File: config.mk
export PLATFORM = sky130hd
export DESIGN_NAME = serial_tx
export DESIGN_NICKNAME = d
export VERILOG_FILES = /design/src/rtl/serial_pkg.sv /design/src/rtl/bit_timer.sv /design/src/rtl/serial_tx.sv
export SDC_FILE = /design/constraint.sdc
export NUM_CORES = 1
export LEC_CHECK = 0
export ABC_AREA = 1
export CAP_MARGIN = 20
export CORE_ASPECT_RATIO = 0.9
export CORE_MARGIN = 1
export CORE_UTILIZATION = 40
export CTS_BUF_LIST = sky130_fd_sc_hd__clkbuf_4 sky130_fd_sc_hd__clkbuf_8 sky130_fd_sc_hd__clkbuf_16
export DETAILED_ROUTE_END_ITERATION = 8
export PLACE_DENSITY_LB_ADDON = 0.3
export SYNTH_ARGS = -nofsm -noshare
export SYNTH_HDL_FRONTEND = slang
export SYNTH_SLANG_ARGS = --single-unit
File: constraint.sdc
create_clock -name clk -period 2.2 [get_ports clk]
set_input_delay 0.33 -clock clk [delete_from_list [all_inputs] [get_ports clk]]
set_output_delay 0.33 -clock clk [all_outputs]
set_load 0.01 [all_outputs]
File: src/rtl/serial_pkg.sv
// Shared definitions for the serial transmitter: FSM state encoding and
// frame-size helper.
package serial_pkg;

   typedef enum logic [2:0] {
      IDLE   = 3'd0,
      START  = 3'd1,
      DATA   = 3'd2,
      PARITY = 3'd3,
      STOP   = 3'd4
   } tx_state_e;

   // Serial bits per frame: start + data + optional parity + stop.
   function automatic int FRAME_BITS(input int data_w, input int parity_en);
      return 32'sd2 + data_w + ((parity_en != 32'sd0) ? 32'sd1 : 32'sd0);
   endfunction

endpackage

File: src/rtl/bit_timer.sv
// Per-bit cycle counter: counts 0..CLKS_PER_BIT-1, flags the last cycle of
// each bit and exposes that flag for the following cycle.
module bit_timer #(
   parameter int CLKS_PER_BIT = 4
) (
   input  logic clk,
   input  logic rst,
   input  logic clr,
   output logic bit_end,
   output logic end_next
);

   localparam int CW = (CLKS_PER_BIT > 1) ? $clog2(CLKS_PER_BIT) : 1;
   localparam logic [CW-1:0] LAST = CW'(CLKS_PER_BIT - 1);
   localparam logic [CW-1:0] ONE  = CW'(1);

   logic [CW-1:0] cnt_r;
   logic [CW-1:0] cnt_s;

   // Next count: clear restarts a new state at zero, otherwise wrap at LAST.
   always_comb begin
      cnt_s = cnt_r;
      if (clr) begin
         cnt_s = '0;
      end else if (cnt_r == LAST) begin
         cnt_s = '0;
      end else begin
         cnt_s = cnt_r + ONE;
      end
   end

   // Counter register.
   always_ff @(posedge clk) begin
      if (rst) begin
         cnt_r <= '0;
      end else begin
         cnt_r <= cnt_s;
      end
   end

   assign bit_end  = (cnt_r == LAST);
   assign end_next = (cnt_s == LAST);

endmodule

File: src/rtl/serial_tx.sv
// Parallel-to-serial transmitter with start/stop framing and optional even
// parity; every output is a flop loaded from next-state logic.
module serial_tx
   import serial_pkg::*;
#(
   parameter int DATA_W       = 8,
   parameter int CLKS_PER_BIT = 4,
   parameter int PARITY_EN    = 1
) (
   input  logic              clk,
   input  logic              rst,
   input  logic [DATA_W-1:0] din,
   input  logic              load_valid,
   output logic              load_ready,
   output logic              sout,
   output logic              busy,
   output logic              done
);

   localparam int BW = (DATA_W > 1) ? $clog2(DATA_W) : 1;
   localparam logic [BW-1:0] LAST_BIT = BW'(DATA_W - 1);
   localparam logic [BW-1:0] ONE      = BW'(1);

   function automatic logic even_parity(input logic [DATA_W-1:0] v);
      return ^v;
   endfunction

   tx_state_e         state_r, state_s;
   logic [DATA_W-1:0] shift_r, shift_s;
   logic [BW-1:0]     bit_cnt_r, bit_cnt_s;
   logic              parity_r, parity_s;
   logic              sout_r, sout_s;
   logic              load_ready_r, load_ready_s;
   logic              busy_r, busy_s;
   logic              done_r, done_s;
   logic              bit_end_s, end_next_s, clr_s;

   bit_timer #(.CLKS_PER_BIT(CLKS_PER_BIT)) u_bit_timer (
      .clk      (clk),
      .rst      (rst),
      .clr      (clr_s),
      .bit_end  (bit_end_s),
      .end_next (end_next_s)
   );

   // Frame sequencing: state, shift register, bit counter and parity capture.
   always_comb begin
      state_s   = state_r;
      shift_s   = shift_r;
      bit_cnt_s = bit_cnt_r;
      parity_s  = parity_r;
      case (state_r)
         IDLE: begin
            if (load_valid && load_ready_r) begin
               state_s  = START;
               shift_s  = din;
               parity_s = even_parity(din);
            end else begin
               state_s = IDLE;
            end
         end
         START: begin
            if (bit_end_s) begin
               state_s = DATA;
            end else begin
               state_s = START;
            end
         end
         DATA: begin
            if (bit_end_s) begin
               shift_s = shift_r >> 1'b1;
               if (bit_cnt_r == LAST_BIT) begin
                  state_s = (PARITY_EN != 32'sd0) ? PARITY : STOP;
               end else begin
                  state_s   = DATA;
                  bit_cnt_s = bit_cnt_r + ONE;
               end
            end else begin
               state_s = DATA;
            end
         end
         PARITY: begin
            if (bit_end_s) begin
               state_s = STOP;
            end else begin
               state_s = PARITY;
            end
         end
         STOP: begin
            if (bit_end_s) begin
               state_s = IDLE;
            end else begin
               state_s = STOP;
            end
         end
         default: begin
            state_s = IDLE;
         end
      endcase
      clr_s = (state_s != state_r);
      if (clr_s) begin
         bit_cnt_s = '0;
      end else begin
         bit_cnt_s = bit_cnt_s;
      end
   end

   // Output values for the next cycle, derived from the next state so the
   // flops present the line level with no extra latency.
   always_comb begin
      sout_s = 1'b1;
      case (state_s)
         IDLE:    sout_s = 1'b1;
         START:   sout_s = 1'b0;
         DATA:    sout_s = shift_s[0];
         PARITY:  sout_s = parity_s;
         STOP:    sout_s = 1'b1;
         default: sout_s = 1'b1;
      endcase
      load_ready_s = (state_s == IDLE);
      busy_s       = (state_s != IDLE);
      done_s       = (state_s == STOP) && end_next_s;
   end

   // State and output registers.
   always_ff @(posedge clk) begin
      if (rst) begin
         state_r      <= IDLE;
         shift_r      <= '0;
         bit_cnt_r    <= '0;
         parity_r     <= 1'b0;
         sout_r       <= 1'b1;
         load_ready_r <= 1'b0;
         busy_r       <= 1'b0;
         done_r       <= 1'b0;
      end else begin
         state_r      <= state_s;
         shift_r      <= shift_s;
         bit_cnt_r    <= bit_cnt_s;
         parity_r     <= parity_s;
         sout_r       <= sout_s;
         load_ready_r <= load_ready_s;
         busy_r       <= busy_s;
         done_r       <= done_s;
      end
   end

   assign sout       = sout_r;
   assign load_ready = load_ready_r;
   assign busy       = busy_r;
   assign done       = done_r;

endmodule

Yosys cells after proc, flatten, opt, wreduce, memory -nomap -nowiden
Index checks and enable logic that the tools add are counted.
- memories: 0
- logic and storage cells: 52
- bits in latches: 0
- RAM bits: 0
- output and inout bits: 4
- flip-flop bits (word level): 21
- memory bits (read-only): 0
- divide/modulo/power cells: 0
- magnitude comparators: 0
- multiply operators: 0
- multiplexer cells: 15
- bitwise logic cells: 1
- reduce and logical (&&, ||, !) cells: 10
- add/sub/neg operators: 2
- shift operators: 0
- equality and inequality tests: 14
- operators with widths (cell ; number):
    8-bit two-way mux ; 2
    8-bit case mux with 2 select lines ; 1
    3-bit case mux with 5 select lines ; 1
    3-bit by 2-bit == test with 1-bit output (second input constant) ; 4
    3-bit == test (second input constant) ; 3
    3-bit two-way mux ; 3
    8-bit XOR reduction ; 1
    3-bit by 1-bit == test with 1-bit output (second input constant) ; 2
    3-bit zero test ; 2
    2-bit two-way mux ; 3
    3-bit AND reduction ; 2
    2-bit == test (second input constant) ; 2
    1-bit two-way mux ; 4
    2-bit != test (second input constant) ; 2
    3-bit by 1-bit adder with 3-bit output (second input constant) ; 1
    3-bit != test ; 1
    1-bit case mux with 3 select lines ; 1
    3-bit nonzero test ; 1
    2-bit by 1-bit adder with 2-bit output (second input constant) ; 1
    1-bit logical AND ; 2
    2-bit nonzero test ; 1
    2-bit OR reduction ; 1
    1-bit inverter ; 1

Longest topological paths before layout
- depth after elaboration: 8
- mapped depth: 10
- gate-level depth less buffers: 10

Cells and area by module
Synthesis repeated with hierarchy kept, for this count alone.
- cell total of the unflattened synthesis: 182
- area, all modules: 1208.7 µm²
- modules (own cells, without submodules) (module ; times used ; sequential area each (µm²) ; cells an instance ; area an instance (µm²)):
    serial_tx ; 1 ; 380.4 ; 172 ; 1128.6
    bit_timer ; 1 ; 40.0 ; 10 ; 80.1

Least setup slack after synthesis
No wires, ideal clock.
- path type: register to register
- start: register u_bit_timer.cnt_r[0]
- end: register bit_cnt_r[0]
- library setup time: 0.119 ns
- buffers on the path: 1
- path slack: 0.704 ns
- period minus slack after synthesis: 1.496 ns
- arrival time: 1.377 ns
- required time: 2.081 ns
- cell stages (with the launch flop): 10
- cell sequence: dfxtp_1 -> ha_1 -> inv_1 -> nor2_4 -> inv_2 -> or2_0 -> buf_2 -> xnor2_1 -> inv_1 -> nor2_1
- longest elaborated chain between the ends: 5
- elaborated cells on any way between the ends: 9
- those cells by class: eq/ne: 2; mux: 5; reduce/logical: 2
- RTL lines (what ; RTL line ; text):
    from (decl) ; bit_timer.sv:17 ; logic [CW-1:0] cnt_r;
    from (signal assigned) ; bit_timer.sv:37 ; cnt_r <= cnt_s;
    2-bit == test * ; bit_timer.sv:41 ; assign bit_end = (cnt_r == LAST);
    3-bit two-way mux (tied with other cells) ; serial_tx.sv:83 ; if (bit_end_s) begin
    3-bit case mux with 5 select lines ; serial_tx.sv:52 ; case (state_r)
    3-bit != test ; serial_tx.sv:100 ; clr_s = (state_s != state_r);
    2-bit OR reduction (no line) ; n/a ;
    to (signal assigned) ; serial_tx.sv:139 ; bit_cnt_r <= bit_cnt_s;
    to (decl) ; serial_tx.sv:30 ; logic [BW-1:0] bit_cnt_r, bit_cnt_s;
Mark *: on every way between the ends. The rest lies on a longest branch, timed or not.
A chain may end at the register's enable or synchronous reset.

Worst setup path in the final report
Same ends and word-level chain as after synthesis.

==> flow_summary.yaml <==
yosys:
  ys.flop_type: "dfxtp_1"
  synth_largest_area_cell: "dfxtp_1"
  syn_nets: 199
  synth_area_um2: 1170
  yosys-top-cells-count: "nand2_1 (62), inv_1 (29), dfxtp_1 (21)"
  synth-async-reset-ratio_pct: 0
  ys_seq_elements: 21
  syn_area_per_cell_um2: 6.35
  synth_largest_type_area_fraction_pct: 35.8
  synth_cell_types: 23
  yosysWarningCount: 0
  synth_seq_area_share_pct: 35.8
  synth_cells: 185
  synth_area_leaders: "dfxtp_1 (36%), nand2_1 (20%), inv_1 (9.3%), nor2_1 (6.1%), nand3_1 (5.1%)"
  synth-edff-count: 0
  post-synth-top-count-cell: "nand2_1"
hold_path:
  hp-class: "reg -> reg"
detailed_routing:
  route.met3.wl_um: 86
  first_pass_iters: 4
  routedWlPerCell_um: 9.49
  drt_iter0_drc: 46
  ant_nets: 0
  met1_length_um: 1150
  drc: 0
  dr_wl_met2_um: 1040
  drt_wl_total_um: 2300
  dr_total_vias: 1127
  top_layer: "met4"
  avgViaCountPerCell: 4.66
global_routing:
  grt_pass1_wl_um: 3920
  grt_use_total_pct: 16.8
  grt_pass1_vias: 965
  antenna_found_initial: 0
  overflow: 0
  grt_max_degree: 13
clocking:
  cts_resized: 0
  hold_buffers: 0
  post_cts_buffers: 0
  clock_path_buffers: 2
  cts_tree: "built"
  cts_num_sinks: 21
  cts_buffers: 3
  cts_htree_levels: 1
  clk_latency_ns: 0.30
  ctsRootBufferMaster: "clkbuf_4"
  clkTransAtPathRegs_ns: 0.11
sta:
  fin_setup_tns_ns: 0
  maxSlewViolCount: 0
  slew_headroom_pct: 81.5
  post-route-min-period_ns: 1.75
  hold_violations: 0
  worstMarginPinSlew_ns: 0.278
  rsz0062_at_grt: "no"
  min_period_over_period_pct: 79.6
  clock_skew_ns: 0.000908
  timing.fmax_mhz: 571
  setup_viol: 0
placed_design:
  hpwlAfterDp_um: 1800
  gp_congestion: 0.806
  port_buffers: 14
worst_setup_path:
  worstSetupPathType: "reg -> reg"
  crit_path_start_kind: "register"
  cp.arrival_ns: 2.00
  cp_data_required_time_ns: 2.45
  worstPathMaxFanout: 8
  end_kind: "register"
finish:
  nFillCells: 273
  n_antenna_cell: 0
  nets: 217
  drive_above_1_share_pct: 5.94
  syn2layout_area_growth_pct: 18.4
floorplan:
  fp.dieArea_um2: 3160
  rows: 18
  initial_core_util_pct: 42.4
  die_h_um: 53.4
  die_w_um: 59.1
  io-pin-count: 15
  core_um2: 2770
flow_run:
  max_cap_viol_count: 0
power:
  power_leakage_uw: 0.000684
  power.density_nw_per_um2: 552
  total_power_uw: 767
  vdd_drop_max_v: 0.000456
status:
  status: "finished clean"
kinds of logic (layout without fill, tap and decap cells):
family	count (synthesis)	after routing	share of synthesized area [%]
compound gates	22	22	10.8
xor+xnor	2	2	1.49
fa+ha+maj	3	3	3.20
buf+inv	33	50	10.6
flops	21	21	35.8
simple gates	104	104	38.1
placed cells by master (no fill, tap or decap), drive strengths merged, types with 6 or more instances in the layout:
cell type / netlist / routed
a22oi: 6 / 6
dfxtp: 21 / 21
a21oi: 7 / 7
clkdlybuf4s50: 0 / 14
nor2: 21 / 21
nand3: 12 / 12
nand2: 63 / 63
inv: 31 / 31
o21ai: 8 / 8
worst max-delay path: stages, from the launching register on:
cell     delay, ns
dfxtp_1       0.34
ha_1          0.31
inv_1         0.16
nor2_4        0.23
inv_2         0.05
or2_0         0.29
xnor2_1       0.18
inv_1         0.06
nor2_1        0.08
power breakdown:
part	internal, uW	switching, uW	total, uW
clock network	67.8	112	179
logic	72.9	98.8	172
registers	405	11.8	416
cell type report:
| class | count | area, um2 | area share [%] |
|---|---|---|---|
| Multi-Input combinational cell | 131 | 629 | 45.2 |
| Clock buffer | 3 | 22.5 | 1.62 |
| Tap cell | 40 | 50.0 | 3.60 |
| Timing Repair Buffer | 15 | 148 | 10.6 |
| Inverter | 31 | 116 | 8.36 |
| Sequential cell | 21 | 420 | 30.2 |
| Clock inverter | 1 | 5.00 | 0.360 |
layer usage:
layer	global-route usage (%)	vias to the layer above
li1	-	615
met1	21.0	489
met2	28.2	19
met3	4.65	4
met4	4.76	0
met5	0	-
metrics by stage:
| step | std cells | setup WS, ns | hold WS, ns | cell area, um2 | util, % |
|---|---|---|---|---|---|
| finish | 242 | 0.448 | 0.472 | 1390 | 50.2 |
| global placement | 238 | 0.548 | 0.454 | 1360 | 49.2 |
| global route | 242 | 0.287 | 0.492 | 1390 | 50.2 |
| CTS | 242 | 0.459 | 0.477 | 1390 | 50.2 |
| floorplan | 185 | 0.704 | 0.409 | 1170 | - |
| detailed placement | 238 | 0.455 | 0.459 | 1360 | 49.2 |
registers in the layout, indices dropped and copies added (netlist names):
signal / flops
load_ready: 1
done: 1
bit_cnt_r: 3
u_bit_timer.cnt_r: 2
parity_r: 1
sout: 1
state_r: 3
busy: 1
shift_r: 8
worst paths after layout:
check	slack (ns)	cells past startpoint	to	startpoint
min	0.47	2	shift_r[7]$_SDFFE_PP0P_	shift_r[7]$_SDFFE_PP0P_
min reg2reg	0.47	2	shift_r[7]$_SDFFE_PP0P_	shift_r[7]$_SDFFE_PP0P_
max	0.45	8	bit_cnt_r[0]$_SDFFE_PP0P_	u_bit_timer.cnt_r[0]$_SDFF_PP0_
max reg2reg	0.45	8	bit_cnt_r[0]$_SDFFE_PP0P_	u_bit_timer.cnt_r[0]$_SDFF_PP0_
No activity file was read; power rests on OpenSTA's default activity.
==> RTL change 1, RTL diff (config.mk and constraints unchanged) <==
Encoding of `tx_state_e`: now one-hot (5 bits for 5 states).
--- a/src/rtl/serial_pkg.sv
+++ b/src/rtl/serial_pkg.sv
@@ -2,12 +2,12 @@
 // frame-size helper.
 package serial_pkg;
 
-   typedef enum logic [2:0] {
-      IDLE   = 3'd0,
-      START  = 3'd1,
-      DATA   = 3'd2,
-      PARITY = 3'd3,
-      STOP   = 3'd4
+   typedef enum logic [4:0] {
+      IDLE   = 5'b00001,
+      START  = 5'b00010,
+      DATA   = 5'b00100,
+      PARITY = 5'b01000,
+      STOP   = 5'b10000
    } tx_state_e;
 
    // Serial bits per frame: start + data + optional parity + stop.
Formal check against the unedited RTL: same outputs for any inputs over 10 cycles, from zero or initial values and one cycle with rst high; not proved beyond that.
==> RTL change 1 against the unedited design <==
Total power increased by 16%. Sequential share of layout area increased by 2.4 points. Sequential cell count increased by 2. Synthesized area increased by 2.0%. Cell area increased by 1.3%. Wire length increased by 1.0%. Fmax increased by 7.0%. Critical path depth unchanged. Final cell count decreased by 8.7%. Global-route usage decreased by 0.54 points. Setup slack improved by 0.11 ns. Critical endpoint is now bit_cnt_r[1]$_SDFFE_PP0P_. Highest routed layer unchanged.
==> RTL change 1: results (changes against the unedited design) <==
- Clk buf depth: 2 (unchanged)
- Ys async rst share: 0% (unchanged)
- First-pass GRT wire length: 3870 µm (-1.3%)
- Starting DRC count in detailed routing: 21 (-54%)
- GP Congestion: 0.809 (+0.41%)
- Post-placement cell area: 0.00138 mm² (+1.4%)
- CP max FO: 7 (-1)
- Input/output buffers: 14 (unchanged)
- Post-synth EDFFs: 0 (unchanged)
- GR Overflow Total: 0 (unchanged)
- Post-CTS setup buffers: 0 (unchanged)
- Post-Place Worst Slack: 0.575 ns (+0.120 ns)
- Initial antenna violation count: 0 (unchanged)
- Gr usage total: 16.3% (-0.54 points)
- Via count: 1050 (-6.8%)
- Regs by FF count: shift_r x8, state_r x5, bit_cnt_r x3
- CTS Buf Count: 3 (unchanged)
- Syn. warnings: 0 (unchanged)
- Outcome: completed
- Post-CTS Resized: 0 (unchanged)
- Clk Latency, worst-skew pair: 0.31 ns
- Syn Nets: 178 (-11%)
- Worst hold-check path type: register to register
- Register area share after synthesis: 38.4% (+2.6 points)
- Antenna cells: 0 (unchanged)
- Slew of the pin with the lowest slew margin: 0.324 ns (+0.0459 ns)
- NumNets Final: 196 (-9.7%)
- Synth top cells by count: nand2_1 (38), dfxtp_1 (23), inv_1 (18)
- Hpwl dp: 1840 µm (+2.5%)
- Drt wl/cell: 10.5 µm (+11%)
- CTS clk-pin slew, worst paths: 0.13 ns (+0.02 ns)
- Root buffer cell: clkbuf_4
- First-pass iteration count of the detailed router: 4 (unchanged)
- Vias in the first global route: 949 (-1.7%)
- Crit path DAT: 1.90 ns (-0.10 ns)
- CTS H-tree depth: 1 (unchanged)
- Final Slew Violations: 0 (unchanged)
- Share of cells above drive strength 1: 13.3% (+7.3 points)
- Distinct cells, synth: 25 (+8.7%)
- Peak supply drop: 0.294 mV (-36%)
- Synth top area cells: dfxtp_1 (38%), nand2_1 (12%), nand3_1 (6.3%)
- Max reg flops: 8 (unchanged)
- Fill cell count: 297 (+8.8%)
- Worst Skew: 0.00652 ns (+0.00561 ns)
- Largest net degree at the start of global routing: 14 (+1)
- P_leak: 0.602 nW (-12%)
[RTL change 1: cell count changes in the layout (fill, tap and decap cells not counted), sizes merged, moves of 3 or more]
cell / delta
nand3: +5
nand2: -22
xnor2: +4
o21ai: -6
a31oi: +5
inv: -8
or2: -3
a21oi: +3
a22oi: -6
[RTL change 1: cell type report]
type	instances	area, µm²	area share (%)
Clock buffer	3	22.5	1.60
Tap cell	40	50.0	3.55
Clock inverter	1	5.00	0.355
Sequential cell	23	460	32.7
Timing Repair Buffer	16	155	11.0
Inverter	23	88.8	6.30
Multi-Input combinational cell	115	628	44.5
[RTL change 1: worst paths after layout]
| path | from | endpoint | slack (ns) | depth (start not counted) |
|---|---|---|---|---|
| worst max-delay path | u_bit_timer.cnt_r[0]$_SDFF_PP0_ | bit_cnt_r[1]$_SDFFE_PP0P_ | 0.56 | 8 |
| worst min-delay path | shift_r[7]$_SDFFE_PP0P_ | shift_r[7]$_SDFFE_PP0P_ | 0.47 | 2 |
| worst max register to register | u_bit_timer.cnt_r[0]$_SDFF_PP0_ | bit_cnt_r[1]$_SDFFE_PP0P_ | 0.56 | 8 |
| worst min register to register | shift_r[7]$_SDFFE_PP0P_ | shift_r[7]$_SDFFE_PP0P_ | 0.47 | 2 |
[RTL change 1: through the flow]
step,std cells,utilization (%)
floorplan,164,-
global placement,217,49.5
detailed placement,217,49.5
CTS,221,50.5
global route,221,50.5
finish,221,50.5
[RTL change 1: report_power, final]
| group | leakage [nW] | switching [W] | total (W) | internal (W) |
|---|---|---|---|---|
| Combinational | 0.397 | 0.000128 | 0.000227 | 0.0000985 |
| Clock | 0.0177 | 0.000128 | 0.000196 | 0.0000680 |
| Sequential | 0.187 | 0.0000174 | 0.000465 | 0.000448 |
| Total | 0.602 | 0.000274 | 0.000888 | 0.000614 |
[RTL change 1: cells by family (layout without fill, tap and decap cells)]
family / Yosys count / in the layout / share of synthesized area (%)
AOI/OAI and AO/OA: 19 / 19 / 9.08
xor gates and xnor gates: 8 / 8 / 5.85
adders and majority gates: 3 / 3 / 3.13
buffers and inverters: 26 / 43 / 9.19
DFF: 23 / 23 / 38.4
muxes: 2 / 2 / 1.88
and+or+nand+nor: 83 / 83 / 32.5
[RTL change 1: worst max-delay path: stages (launching register included)]
cell and delay (ns):
dfxtp_1 0.34, ha_1 0.21, inv_1 0.18, nand4_1 0.18
a21oi_1 0.16, nand2_1 0.07, nor2_1 0.13, nand4_2 0.19
nor2_1 0.13
[RTL change 1: metal layers]
| metal | global-route usage, % | vias up | wire, µm |
|---|---|---|---|
| met5 | 0 | - | 0 |
| met4 | 8.53 | 0 | 34 |
| met3 | 2.88 | 6 | 90 |
| met1 | 20.6 | 466 | 1150 |
| met2 | 26.5 | 16 | 1040 |
| li1 | - | 562 | - |
==> RTL change 2, RTL diff (same settings) <==
Without the edit above. Change the parameter `PARITY_EN` from 1 to 0.
--- a/src/rtl/serial_tx.sv
+++ b/src/rtl/serial_tx.sv
@@ -5,7 +5,7 @@
 #(
    parameter int DATA_W       = 8,
    parameter int CLKS_PER_BIT = 4,
-   parameter int PARITY_EN    = 1
+   parameter int PARITY_EN    = 0
 ) (
    input  logic              clk,
    input  logic              rst,
Check against the original RTL: no difference found for any inputs over 10 cycles, from zero or initial values and one cycle with rst high; that may be too few to reach the edited logic, so the function may still have changed.
==> RTL change 2 against the unedited design <==
Non-clock buffer count did not move. Core utilization rose by 0.84 points. Synthesized area rose by 4.3%. Cell area rose by 3.3%. Total power rose by 22%. Wire length fell by 2.4%. Sequential cell count did not move. Setup slack improved by 0.20 ns. Critical endpoint is now load_ready. Largest cell class unchanged. Highest routed layer unchanged.
==> RTL change 2: results (changes against the unedited design) <==
- Worst Skew: 0.00306 ns (+0.00215 ns)
- Crit path DAT: 1.22 ns (-0.78 ns)
- GP Congestion: 0.809 (+0.41%)
- Vias in the first global route: 936 (-3.0%)
- Ys async rst share: 0% (unchanged)
- CP max FO: 2 (-6)
- Gr usage total: 16.5% (-0.36 points)
- Metal1 wirelength: 1220 µm (+5.9%)
- Syn. warnings: 0 (unchanged)
- Initial antenna violation count: 0 (unchanged)
- Final wirelength: 2240 µm (-2.4%)
- Syn Nets: 200 (+0.50%)
- Share of cells above drive strength 1: 10.3% (+4.4 points)
- WL met3: 99 µm (+15%)
- CP peak stage delay: 0.55 ns (+0.21 ns)
- Largest net degree at the start of global routing: 14 (+1)
- Placed insts: 239 (+0.42%)
- CTS clk-pin slew, worst paths: 0.12 ns
- Crit-path slowest cell: clkdlybuf4s50_1
- Worst hold-check path type: register to register
- Sw frac: 32.4% (+3.5 points)
- Syn avg cell area: 6.59 µm² (+3.7%)
- Hpwl dp: 1660 µm (-7.5%)
- Topmost layer with routed signal wires: met4
- Outcome: completed
- Met1 Resource Use GR: 24.1% (+3.1 points)
- First-pass GRT wire length: 3980 µm (+1.6%)
- Post-Place Worst Slack: 0.525 ns (+0.0697 ns)
- Peak supply drop: 0.510 mV (+12%)
- Post-synth EDFFs: 0 (unchanged)
- Met3 Use GR: 4.26% (-0.39 points)
- Starting DRC count in detailed routing: 86 (+87%)
- Input/output buffers: 14 (unchanged)
- Met2 usage: 23.4% (-4.8 points)
- Regs by FF count: shift_r x8, bit_cnt_r x3, state_r x3
- R2R cell count: 8 (unchanged)
- Antenna cells: 0 (unchanged)
- Crit path max-delay family: buffers and inverters
- Met2 wire len: 910 µm (-12%)
- Clk buf depth: 2 (unchanged)
- Register area share after synthesis: 34.3% (-1.5 points)
- Slew of the pin with the lowest slew margin: 0.317 ns (+0.0393 ns)
- Post-placement cell area: 0.00141 mm² (+3.2%)
- Synth top cells by count: nand2_1 (62), inv_1 (29), dfxtp_1 (21), nor2_1 (21), a21oi_1 (8)
- Hold Path Cell Cnt: 2 (unchanged)
- Via count: 1122 (-0.44%)
- Vias/cell: 4.62 (-0.85%)
- P_leak: 0.718 nW (+4.9%)
- Distinct cells, synth: 28 (+22%)
- Post-CTS Resized: 0 (unchanged)
- Post-CTS setup buffers: 0 (unchanged)
- NumNets Final: 218 (+0.46%)
- Synth top area cells: dfxtp_1 (34%), nand2_1 (19%), inv_1 (8.9%)
- First-pass iteration count of the detailed router: 4 (unchanged)
RTL change 2: changes by cell type after synthesis, moves of 2 or more:
| cell | before | now |
|---|---|---|
| nand2_2 | 0 | 3 |
| nand3_1 | 12 | 7 |
| nor2_1 | 19 | 21 |
| o21ai_0 | 6 | 1 |
| o21ai_2 | 0 | 3 |
RTL change 2: cell type report:
| class | instances | area (µm²) |
|---|---|---|
| clock buffer | 4 | 30.0 |
| multi-input combinational | 131 | 669 |
| fill | 290 | 1380 |
| sequential | 21 | 420 |
| inverter | 32 | 120 |
| timing repair buffer | 15 | 148 |
| tap | 40 | 50.0 |
RTL change 2: power groups by stage:
stage / registers, W / logic [W] / clock network (W)
2_1_floorplan: 0.000466 / 0.000181 / 0
3_3_place_gp: 0.000466 / 0.000274 / 0
3_5_place_dp: 0.000465 / 0.000275 / 0
4_1_cts: 0.000457 / 0.000277 / 0.000211
5_1_grt: 0.000463 / 0.000315 / 0.000230
6_report: 0.000457 / 0.000275 / 0.000201
RTL change 2: worst paths after layout:
check | from | endpoint | slack, ns
setup reg to reg | u_bit_timer.cnt_r[0]$_SDFF_PP0_ | sout$_SDFF_PP1_ | 0.67
hold reg to reg | shift_r[7]$_SDFFE_PP0P_ | shift_r[7]$_SDFFE_PP0P_ | 0.48
hold / removal | shift_r[7]$_SDFFE_PP0P_ | shift_r[7]$_SDFFE_PP0P_ | 0.48
setup / recovery | load_ready$_SDFF_PP0_ | load_ready | 0.65
RTL change 2: kinds of logic (layout without fill, tap and decap cells):
family                   count (synthesis)  after routing  share of synthesized area [%]
AND/OR/NAND/NOR                        104            104                           37.8
buffers and inverters                   34             51                           11.0
AO/OA/AOI/OAI                           21             21                           11.0
flip-flops                              21             21                           34.3
adder cells (fa/ha/maj)                  3              3                           3.06
XOR/XNOR                                 3              3                           2.76
